===== config.mk =====
export PLATFORM = sky130hd
export DESIGN_NAME = fir_decim_accum
export DESIGN_NICKNAME = d
export VERILOG_FILES = /design/src/rtl/fir_decim_accum.sv
export SDC_FILE = /design/constraint.sdc
export NUM_CORES = 1
export LEC_CHECK = 0
export ABC_AREA = 1
export CAP_MARGIN = 20
export CORE_MARGIN = 2
export CORE_UTILIZATION = 48
export DETAILED_ROUTE_END_ITERATION = 16
export GPL_TIMING_DRIVEN = 0
export PLACE_DENSITY = 0.87
export SLEW_MARGIN = 20
export SYNTH_ARGS = -nofsm -noshare
export SYNTH_HDL_FRONTEND = slang
export SYNTH_SLANG_ARGS = --single-unit

===== constraint.sdc =====
create_clock -name clk -period 1.8 [get_ports clk]
set_input_delay 0.18 -clock clk [delete_from_list [all_inputs] [get_ports clk]]
set_output_delay 0.18 -clock clk [all_outputs]
set_load 0.03 [all_outputs]

===== src/rtl/fir_decim_accum.sv =====
// Integrate-and-dump decimator for the FIR output stream.
// Sums DECIM consecutive signed samples and emits one widened sum per group;
// an input tlast dumps the group early and marks it partial via tuser.
// Ports:
//   clk, reset            clock, synchronous active-low reset
//   s_axis_dec_*          AXI-Stream slave (tdata/tvalid/tlast in, tready out)
//   m_axis_dec_*          AXI-Stream master (tdata/tvalid/tlast/tuser out, tready in)
module fir_decim_accum #(
    parameter int unsigned IN_WIDTH  = 16,
    parameter int unsigned DECIM     = 4,
    parameter int unsigned OUT_WIDTH = IN_WIDTH + $clog2(DECIM)
) (
    input  logic                 clk,
    input  logic                 reset,
    input  logic [IN_WIDTH-1:0]  s_axis_dec_tdata,
    input  logic                 s_axis_dec_tvalid,
    input  logic                 s_axis_dec_tlast,
    output logic                 s_axis_dec_tready,
    output logic [OUT_WIDTH-1:0] m_axis_dec_tdata,
    output logic                 m_axis_dec_tvalid,
    output logic                 m_axis_dec_tlast,
    output logic                 m_axis_dec_tuser,
    input  logic                 m_axis_dec_tready
);

    localparam int unsigned CNT_W = (DECIM > 1) ? $clog2(DECIM) : 1;

    // HOLD means an output beat is pending; the state register is the output valid.
    typedef enum logic {
        ACCUM = 1'b0,
        HOLD  = 1'b1
    } state_t;

    state_t                 state_q, state_d;
    logic signed [OUT_WIDTH-1:0] acc_q, acc_d;
    logic [CNT_W-1:0]       cnt_q, cnt_d;
    logic [OUT_WIDTH-1:0]   data_q, data_d;
    logic                   last_q, last_d;
    logic                   user_q, user_d;

    logic                   accept;
    logic                   group_full;
    logic signed [OUT_WIDTH-1:0] sext;
    logic signed [OUT_WIDTH-1:0] sum;

    // Input may advance whenever the output slot is empty or draining this cycle.
    assign s_axis_dec_tready = reset && ((state_q != HOLD) || m_axis_dec_tready);
    assign accept            = s_axis_dec_tvalid && s_axis_dec_tready;
    assign group_full        = (cnt_q == CNT_W'(DECIM - 1));
    assign sext              = OUT_WIDTH'($signed(s_axis_dec_tdata));
    assign sum               = acc_q + sext;

    // State, accumulator and output registers.
    always_ff @(posedge clk) begin
        if (!reset) begin
            state_q <= ACCUM;
            acc_q   <= '0;
            cnt_q   <= '0;
            data_q  <= '0;
            last_q  <= 1'b0;
            user_q  <= 1'b0;
        end else begin
            state_q <= state_d;
            acc_q   <= acc_d;
            cnt_q   <= cnt_d;
            data_q  <= data_d;
            last_q  <= last_d;
            user_q  <= user_d;
        end
    end

    // Next-state: drain pending output, then accumulate or dump the accepted beat.
    always_comb begin
        state_d = state_q;
        acc_d   = acc_q;
        cnt_d   = cnt_q;
        data_d  = data_q;
        last_d  = last_q;
        user_d  = user_q;

        if ((state_q == HOLD) && m_axis_dec_tready) begin
            state_d = ACCUM;
        end

        if (accept) begin
            if (group_full || s_axis_dec_tlast) begin
                state_d = HOLD;
                data_d  = sum;
                last_d  = s_axis_dec_tlast;
                user_d  = !group_full;
                acc_d   = '0;
                cnt_d   = '0;
            end else begin
                acc_d   = sum;
                cnt_d   = cnt_q + CNT_W'(1);
            end
        end
    end

    assign m_axis_dec_tvalid = (state_q == HOLD);
    assign m_axis_dec_tdata  = data_q;
    assign m_axis_dec_tlast  = last_q;
    assign m_axis_dec_tuser  = user_q;

endmodule


==> impl_summary.log, run 1 <==
INFO  metric status = finished, violations left
INFO  metric failed_checks = setup timing
INFO  metric max_cap_viol_count = 0
INFO  metric detailed_place.area = about 3000 µm²
INFO  metric wire_per_inst = approximately 14 µm
INFO  metric drt.antenna.violating_nets = 0
INFO  metric endpoint_kind = flip-flop
INFO  metric floorplan.rows = 26
INFO  metric clock_sink_count = 41
INFO  metric synth.top_cells.by_count = 119 x nand2_1, 47 x inv_1, 43 x a21oi_1
INFO  metric cts_hold_buffers = 0
INFO  metric number_of_global_route_vias_before_repair = between 2000 and 2500
INFO  metric multi_input_comb_area = between 1500 and 2000 µm²
INFO  metric drtPass1Iterations = 5
INFO  metric ctsRootBufferMaster = clkbuf_8
INFO  metric number_of_instances_in_the_synthesized_netlist = approximately 380
INFO  metric p_switching = ~0.7 mW
INFO  metric cts_max_path_buffers = 2
INFO  metric setup-violations-final = 11
INFO  metric core_area = slightly above 5000 µm²
INFO  metric finish.cell_count_without_fillers = about 510
INFO  metric netlist_top_cells_area = dfxtp_1 33%, nand2_1 18%, ha_1 9.0%
INFO  metric internal-power = about 1.5 mW
INFO  metric critPathMaxFanout = 4
INFO  metric tritoncts = done
INFO  metric mean_number_of_vias_per_cell = 5.18
INFO  metric synth_ff_type = dfxtp_1
INFO  metric globalRouteTotalUtil = between 20% and 30%
INFO  metric drt-total-wl = roughly 6.9 mm
INFO  metric dpl_worst_slack = -593 ps
INFO  metric synth-seq-area-share = approximately 33%
INFO  metric io-pin-count = 43
INFO  metric syn-cell-area = 2510 µm²
INFO  metric antenna_cells = 0
INFO  metric yosys.cell_count.top_type = nand2_1
INFO  metric cts-htree-levels = 2
INFO  metric worstPathRequired = between 2000 and 2500 ps
INFO  metric numPlacedInstances = 495
INFO  metric top_cell_type_by_total_area_after_synthesis = dfxtp_1
INFO  metric timing.setup.tns = -800 ps
INFO  metric dr_total_vias = 2639
INFO  metric synth_edf_count = 0
INFO  metric postSynth.asyncResetShare = 0%
INFO  metric initial_utilization = between 40% and 50%
INFO  metric synth.net_count = approximately 420
INFO  metric rsz0062_at_grt = true
INFO  metric design_area = between 3000 and 4000 µm²
INFO  metric yosys_register_bits = between 40 and 50
INFO  metric regArea = 823 µm²
INFO  metric grt_first_pass_wirelength = 10.9 mm
INFO  metric fin_nets = about 480
INFO  metric finalWorstSetupSlack = -154 ps
INFO  metric worst_skew_pair.late_latency = roughly 300 ps
INFO  metric min_period_over_period = 109%
INFO  metric num_cts_buffers = 5
INFO  metric hold_path.class = in -> reg
INFO  metric detailed_placement_hpwl = approximately 4.7 mm
INFO  metric number_of_antenna_violations_at_the_first_check_in_global_routing = 0
INFO  metric drt_first_iter_violations = between 150 and 200
INFO  metric synth_warnings = 0
INFO  metric worst_slew_pin_slew = between 500 and 600 ps
INFO  metric share_of_cells_above_drive_strength_1 = about 15%
INFO  metric overflow_left_after_global_routing = 0
INFO  metric die_h = between 70 and 80 µm
INFO  metric clock_power_share = between 20% and 30%
INFO  metric timing.slew.headroom = 61.9%
INFO  metric finalHoldViolations = 0
INFO  metric ys_types = 30
INFO  metric maximum_number_of_pins_on_one_net_before_global_route_repair = 14
INFO  metric slew_violations = 0
INFO  metric switching_share = between 30% and 40%
INFO  metric gp_routability_congestion = 0.889
INFO  metric share_comb_of_total_power = between 20% and 30%
INFO  metric worst_clock_skew = ~12 ps
INFO  metric die_width = between 70 and 80 µm
INFO  metric finalHoldWorstSlack = approximately 320 ps
INFO  metric power.share.sequential = 45.0%
INFO  metric worstPathArrival = ~2200 ps
INFO  metric power.density = roughly 640 nW/µm²
INFO  metric syn_to_layout_area_delta = 35.3%
INFO  metric cts.clk_slew.worst_paths = about 90 ps
INFO  metric numPortBuffers = 42
INFO  metric timing_worst_setup_path_type = reg -> reg
INFO  metric nFillCells = between 400 and 500
INFO  metric fmax = around 510 MHz
INFO  metric static-leakage-power = ~1.6 nW
INFO  metric remaining_routing_drc_violations = 0
INFO  metric die_area = roughly 5800 µm²
INFO  metric synth_top_area_share = 32.7%
INFO  metric period_minus_slack = a little under 2000 ps
INFO  metric cp-start-kind = flip-flop
INFO  metric peakVddDrop = approximately 0.52 mV
INFO  metric syn-mean-instance-area = between 6 and 7 µm²
[routing by layer]
layer	up-vias	track usage [%]	wire, µm
li1	1324	-	-
met1	1210	29.3	3010
met2	94	39.8	3370
met3	11	3.91	437
met4	0	6.36	89
met5	-	0	0
[path summary, 6_finish.rpt]
| kind | startpoint | end | slack [ps] | cells after the start |
|---|---|---|---|---|
| setup / recovery | acc_q[0] | acc_q[8] | -150 | 11 |
| hold / removal | reset | m_axis_dec_tdata[4] | 320 | 3 |
| setup reg to reg | acc_q[0] | acc_q[8] | -150 | 11 |
| hold reg to reg | acc_q[12] | acc_q[12] | 480 | 2 |
[registers in the layout (all words and copies together) (netlist names)]
signal	flops
cnt_q	2
m_axis_dec_tlast	1
m_axis_dec_tdata	18
acc_q	18
m_axis_dec_tuser	1
m_axis_dec_tvalid	1
[layout make-up]
class,count,area share [%]
sequential,41,24.3
buffer,9,1.47
clock inverter,2,0.442
clock buffer,6,2.14
tap,70,2.58
multi-input combinational,283,49.4
timing repair buffer,48,14.2
inverter,50,5.57
[power groups by stage]
| stage | combinational, mW | clock (mW) | sequential, mW |
|---|---|---|---|
| floorplan | 0.271 | 0 | 1.03 |
| global placement | 0.480 | 0 | 0.989 |
| detailed placement | 0.486 | 0 | 0.990 |
| CTS | 0.497 | 0.627 | 0.970 |
| global route | 0.617 | 0.672 | 0.978 |
| finish | 0.564 | 0.626 | 0.974 |
[through the flow]
stage | util (%) | total power, mW
after detailed placement | 59.5 | 1.48
after CTS | 62.2 | 2.09
after global routing | 66.9 | 2.27
final | 66.9 | 2.16
after floorplan | - | 1.31
after global placement | 59.5 | 1.47
[kinds of logic (layout without fill, tap and decap cells)]
family	after synthesis	in the layout	share of synthesized area [%]
xor+xnor	7	7	2.44
flops	41	41	32.7
fa+ha+maj	19	19	9.78
compound gates	66	66	14.1
simple gates	191	191	31.4
buf+inv	59	115	9.53
[cells in the final DEF (no fill, tap or decap), types with 2 or more instances in the layout]
master	count
inv_1	46
nand3b_1	4
nand3_2	3
nand3_1	18
o21ai_0	13
nor2_2	2
dlymetal6s2s_1	2
a21oi_1	38
clkdlybuf4s50_1	38
nand2_2	11
xnor2_1	3
inv_2	3
nand2_1	108
nor2_1	37
ha_4	8
dfxtp_2	2
buf_4	7
dfxtp_1	39
and2_1	2
clkbuf_8	5
nand2_4	2
o21ai_1	3
or2_2	2
a21oi_2	5
a21o_1	3
xor2_4	2
clkinvlp_4	2
ha_1	10
dlygate4sd2_1	2
clkbuf_1	5
[worst max-delay path, stage by stage, from the launching register on]
cell and delay [ps]:
dfxtp_2 360, ha_4 140, inv_2 40, fa_2 350, nand3b_1 180, nand2_2 100
nand2_1 110, nand2_4 110, buf_12 110, xor2_4 180, nand2_1 90, a21oi_2 130
[timing repair]
| item | CTS | global route |
|---|---|---|
| setup buffers | 2 | 4 |
| pin swaps | 5 | 9 |
| hold endpoints to repair | 0 | 0 |
| resized for setup | 13 | 36 |
| endpoints found under the setup margin | 14 | 38 |
(Power assumes the default switching activity.)
==> inputs of run 2 (changes only) <==
- CORE_UTILIZATION: 48 -> 25
- PLACE_DENSITY: 0.87 -> 0.56
==> run 2 against run 1 <==
The flow still finishes with violations (setup timing). Clock skew decreased by 2.4 ps. Sequential share of layout area down 1.6 points. Via count shrank 3.8%. Maximum frequency grew 0.26%. Worst hold slack got worse by 5.5 ps. Count of clock-buffer cells in the layout down 1. Critical path type unchanged. Largest power group unchanged.
==> impl_summary.log, run 2 (synthesis results as in run 1) <==
INFO  metric syn_to_layout_area_delta = 44.8%
INFO  metric hold_path.class = in -> reg
INFO  metric dr_total_vias = 2540 (-3.8%)
INFO  metric cts_hold_buffers = 0 (unchanged)
INFO  metric io-pin-count = 43 (unchanged)
INFO  metric fmax = 513 MHz (+0.26%)
INFO  metric cp-start-kind = flip-flop
INFO  metric die_area = 10900 µm² (+86%)
INFO  metric numPortBuffers = 42 (unchanged)
INFO  metric die_h = 104 µm (+37%)
INFO  metric finalWorstSetupSlack = -149 ps (+5.05 ps)
INFO  metric ctsRootBufferMaster = clkbuf_8
INFO  metric rsz0062_at_grt = true
INFO  metric cts.clk_slew.worst_paths = 90 ps (about the same)
INFO  metric timing_worst_setup_path_type = reg -> reg
INFO  metric nFillCells = 1048 (+130%)
INFO  metric timing.critical_path.slowest_cell_delay = 360 ps (about the same)
INFO  metric status = finished, violations left
INFO  metric mean_number_of_vias_per_cell = 4.43 (-15%)
INFO  metric critPathMaxFanout = 3 (-1)
INFO  metric num_cts_buffers = 5 (unchanged)
INFO  metric dpl_worst_slack = -672 ps (-78.8 ps)
INFO  metric failed_checks = setup timing
INFO  metric drt-total-wl = 7.31 mm (+5.8%)
INFO  metric drtPass1Iterations = 4 (-1)
INFO  metric most_frequent_cells_in_the_layout = 102 x nand2_1, 46 x inv_1, 40 x dfxtp_1, 38 x clkdlybuf4s50_1, 37 x nor2_1
INFO  metric peakVddDrop = 0.389 mV (-25%)
INFO  metric slew_violations = 0 (unchanged)
INFO  metric share_of_cells_above_drive_strength_1 = 20.2% (+5.6 points)
INFO  metric worst_path_most_repeated_cell = nand2_2
INFO  metric worst_skew_pair.late_latency = 310 ps (about the same)
INFO  metric antenna_cells = 0 (unchanged)
INFO  metric design_area = 3630 µm² (+7.0%)
INFO  metric die_width = 104 µm (+37%)
INFO  metric post-layout-total-power = 2.36 mW (+9.0%)
INFO  metric clock_sink_count = 41 (unchanged)
INFO  metric finalHoldViolations = 0 (unchanged)
INFO  metric period_minus_slack = 1950 ps (-5.05 ps)
INFO  metric core_area = 9770 µm² (+93%)
INFO  metric wire_per_inst = 12.7 µm (-6.2%)
INFO  metric gp_routability_congestion = 0.856 (-3.8%)
INFO  metric max_cap_viol_count = 0 (unchanged)
INFO  metric globalRouteTotalUtil = 13.6% (-9.3 points)
INFO  metric detailed_placement_hpwl = 5.35 mm (+15%)
INFO  metric number_of_global_route_vias_before_repair = 2577 (+5.4%)
INFO  metric overflow_left_after_global_routing = 0 (unchanged)
INFO  metric initial_utilization = 25.7% (-24 points)
INFO  metric setup-violations-final = 9 (-2)
INFO  metric worstPathRequired = 2040 ps (about the same)
INFO  metric grt_first_pass_wirelength = 12.2 mm (+11%)
INFO  metric cts-htree-levels = 2 (unchanged)
INFO  metric cp_cell_sequence = ha_4, inv_2, fa_2, nand3b_1, nand2_2, nand2_2, nand2_4, buf_4, buf_6, xor2_4, nand2_2, a21oi_2
INFO  metric floorplan.rows = 36 (+38%)
INFO  metric fin_nets = 480 (+0.42%)
INFO  metric tritoncts = done
INFO  metric power.density = 649 nW/µm² (+1.8%)
INFO  metric worstPathArrival = 2190 ps (about the same)
INFO  metric drt.antenna.violating_nets = 0 (unchanged)
INFO  metric static-leakage-power = 1.63 nW (+1.8%)
INFO  metric remaining_routing_drc_violations = 0 (unchanged)
INFO  metric maximum_number_of_pins_on_one_net_before_global_route_repair = 15 (+1)
INFO  metric worst_clock_skew = 9.26 ps (-2.37 ps)
INFO  metric endpoint_kind = flip-flop
INFO  metric cts_max_path_buffers = 2 (unchanged)
INFO  metric timing.slew.headroom = 52.7% (-9.1 points)
INFO  metric detailed_place.area = 3100 µm² (+2.6%)
INFO  metric timing.setup.tns = -705 ps (+95.1 ps)
INFO  metric worst_slew_pin_slew = 709 ps (+137 ps)
INFO  metric drt_first_iter_violations = 124 (-23%)
INFO  metric number_of_antenna_violations_at_the_first_check_in_global_routing = 0 (unchanged)
INFO  metric min_period_over_period = 108% (-0.28 points)
INFO  metric crit_path_top_delay_cell = dfxtp_2
INFO  metric final_common_cell = nand2_1
-- run 2: path summary, 6_finish.rpt --
kind | startpoint | endpoint | slack, ps | cells after the start
max | acc_q[0] | acc_q[6] | -150 | 12
min | reset | m_axis_dec_tdata[3] | 320 | 3
max reg2reg | acc_q[0] | acc_q[6] | -150 | 12
min reg2reg | acc_q[11] | acc_q[11] | 480 | 2
-- run 2: timing repair --
item	CTS	global route
setup buffers	3	5
gates resized for setup	23	53
gates cloned	0	0
pin swaps	9	17
endpoints found under the setup margin	15	40
-- run 2: stage by stage --
step                hold WS (ps)  cells  utilization, %
floorplan                    316    383               -
global placement             457    558            31.7
detailed placement           461    558            31.7
CTS                          435    569            34.2
global route                 335    574            37.2
finish                       318    574            37.2
-- run 2: layout make-up --
class                      instances  area, µm²  area share (%)
tap                              133        166            4.58
clock inverter                     3       46.3            1.27
multi-input combinational        283       1790            49.3
clock buffer                       5       68.8            1.89
buffer                             9       50.0            1.38
sequential                        41        822            22.6
timing repair buffer              50        499            13.7
inverter                          50        189            5.20
-- run 2: metal layers --
metal,share of wire [%],wire (µm),track usage [%]
met5,0,0,0
met4,0.51,37,2.90
met3,3.3,241,2.13
met2,47,3420,22.9
met1,49,3610,18.3
-- run 2: critical path, delay by kind of cell (launching register included) --
kind / cells / cell delay (ps)
compound gates: 1 / 120
xor+xnor: 1 / 180
fa+ha+maj: 2 / 470
buf+inv: 3 / 240
flops: 1 / 360
simple gates: 5 / 510
-- run 2: power by group --
group          total [mW]  leakage [nW]  switching, mW  internal (mW)
sequential          0.974         0.335         0.0271          0.947
clock               0.792        0.0543          0.376          0.416
combinational       0.591          1.24          0.340          0.251
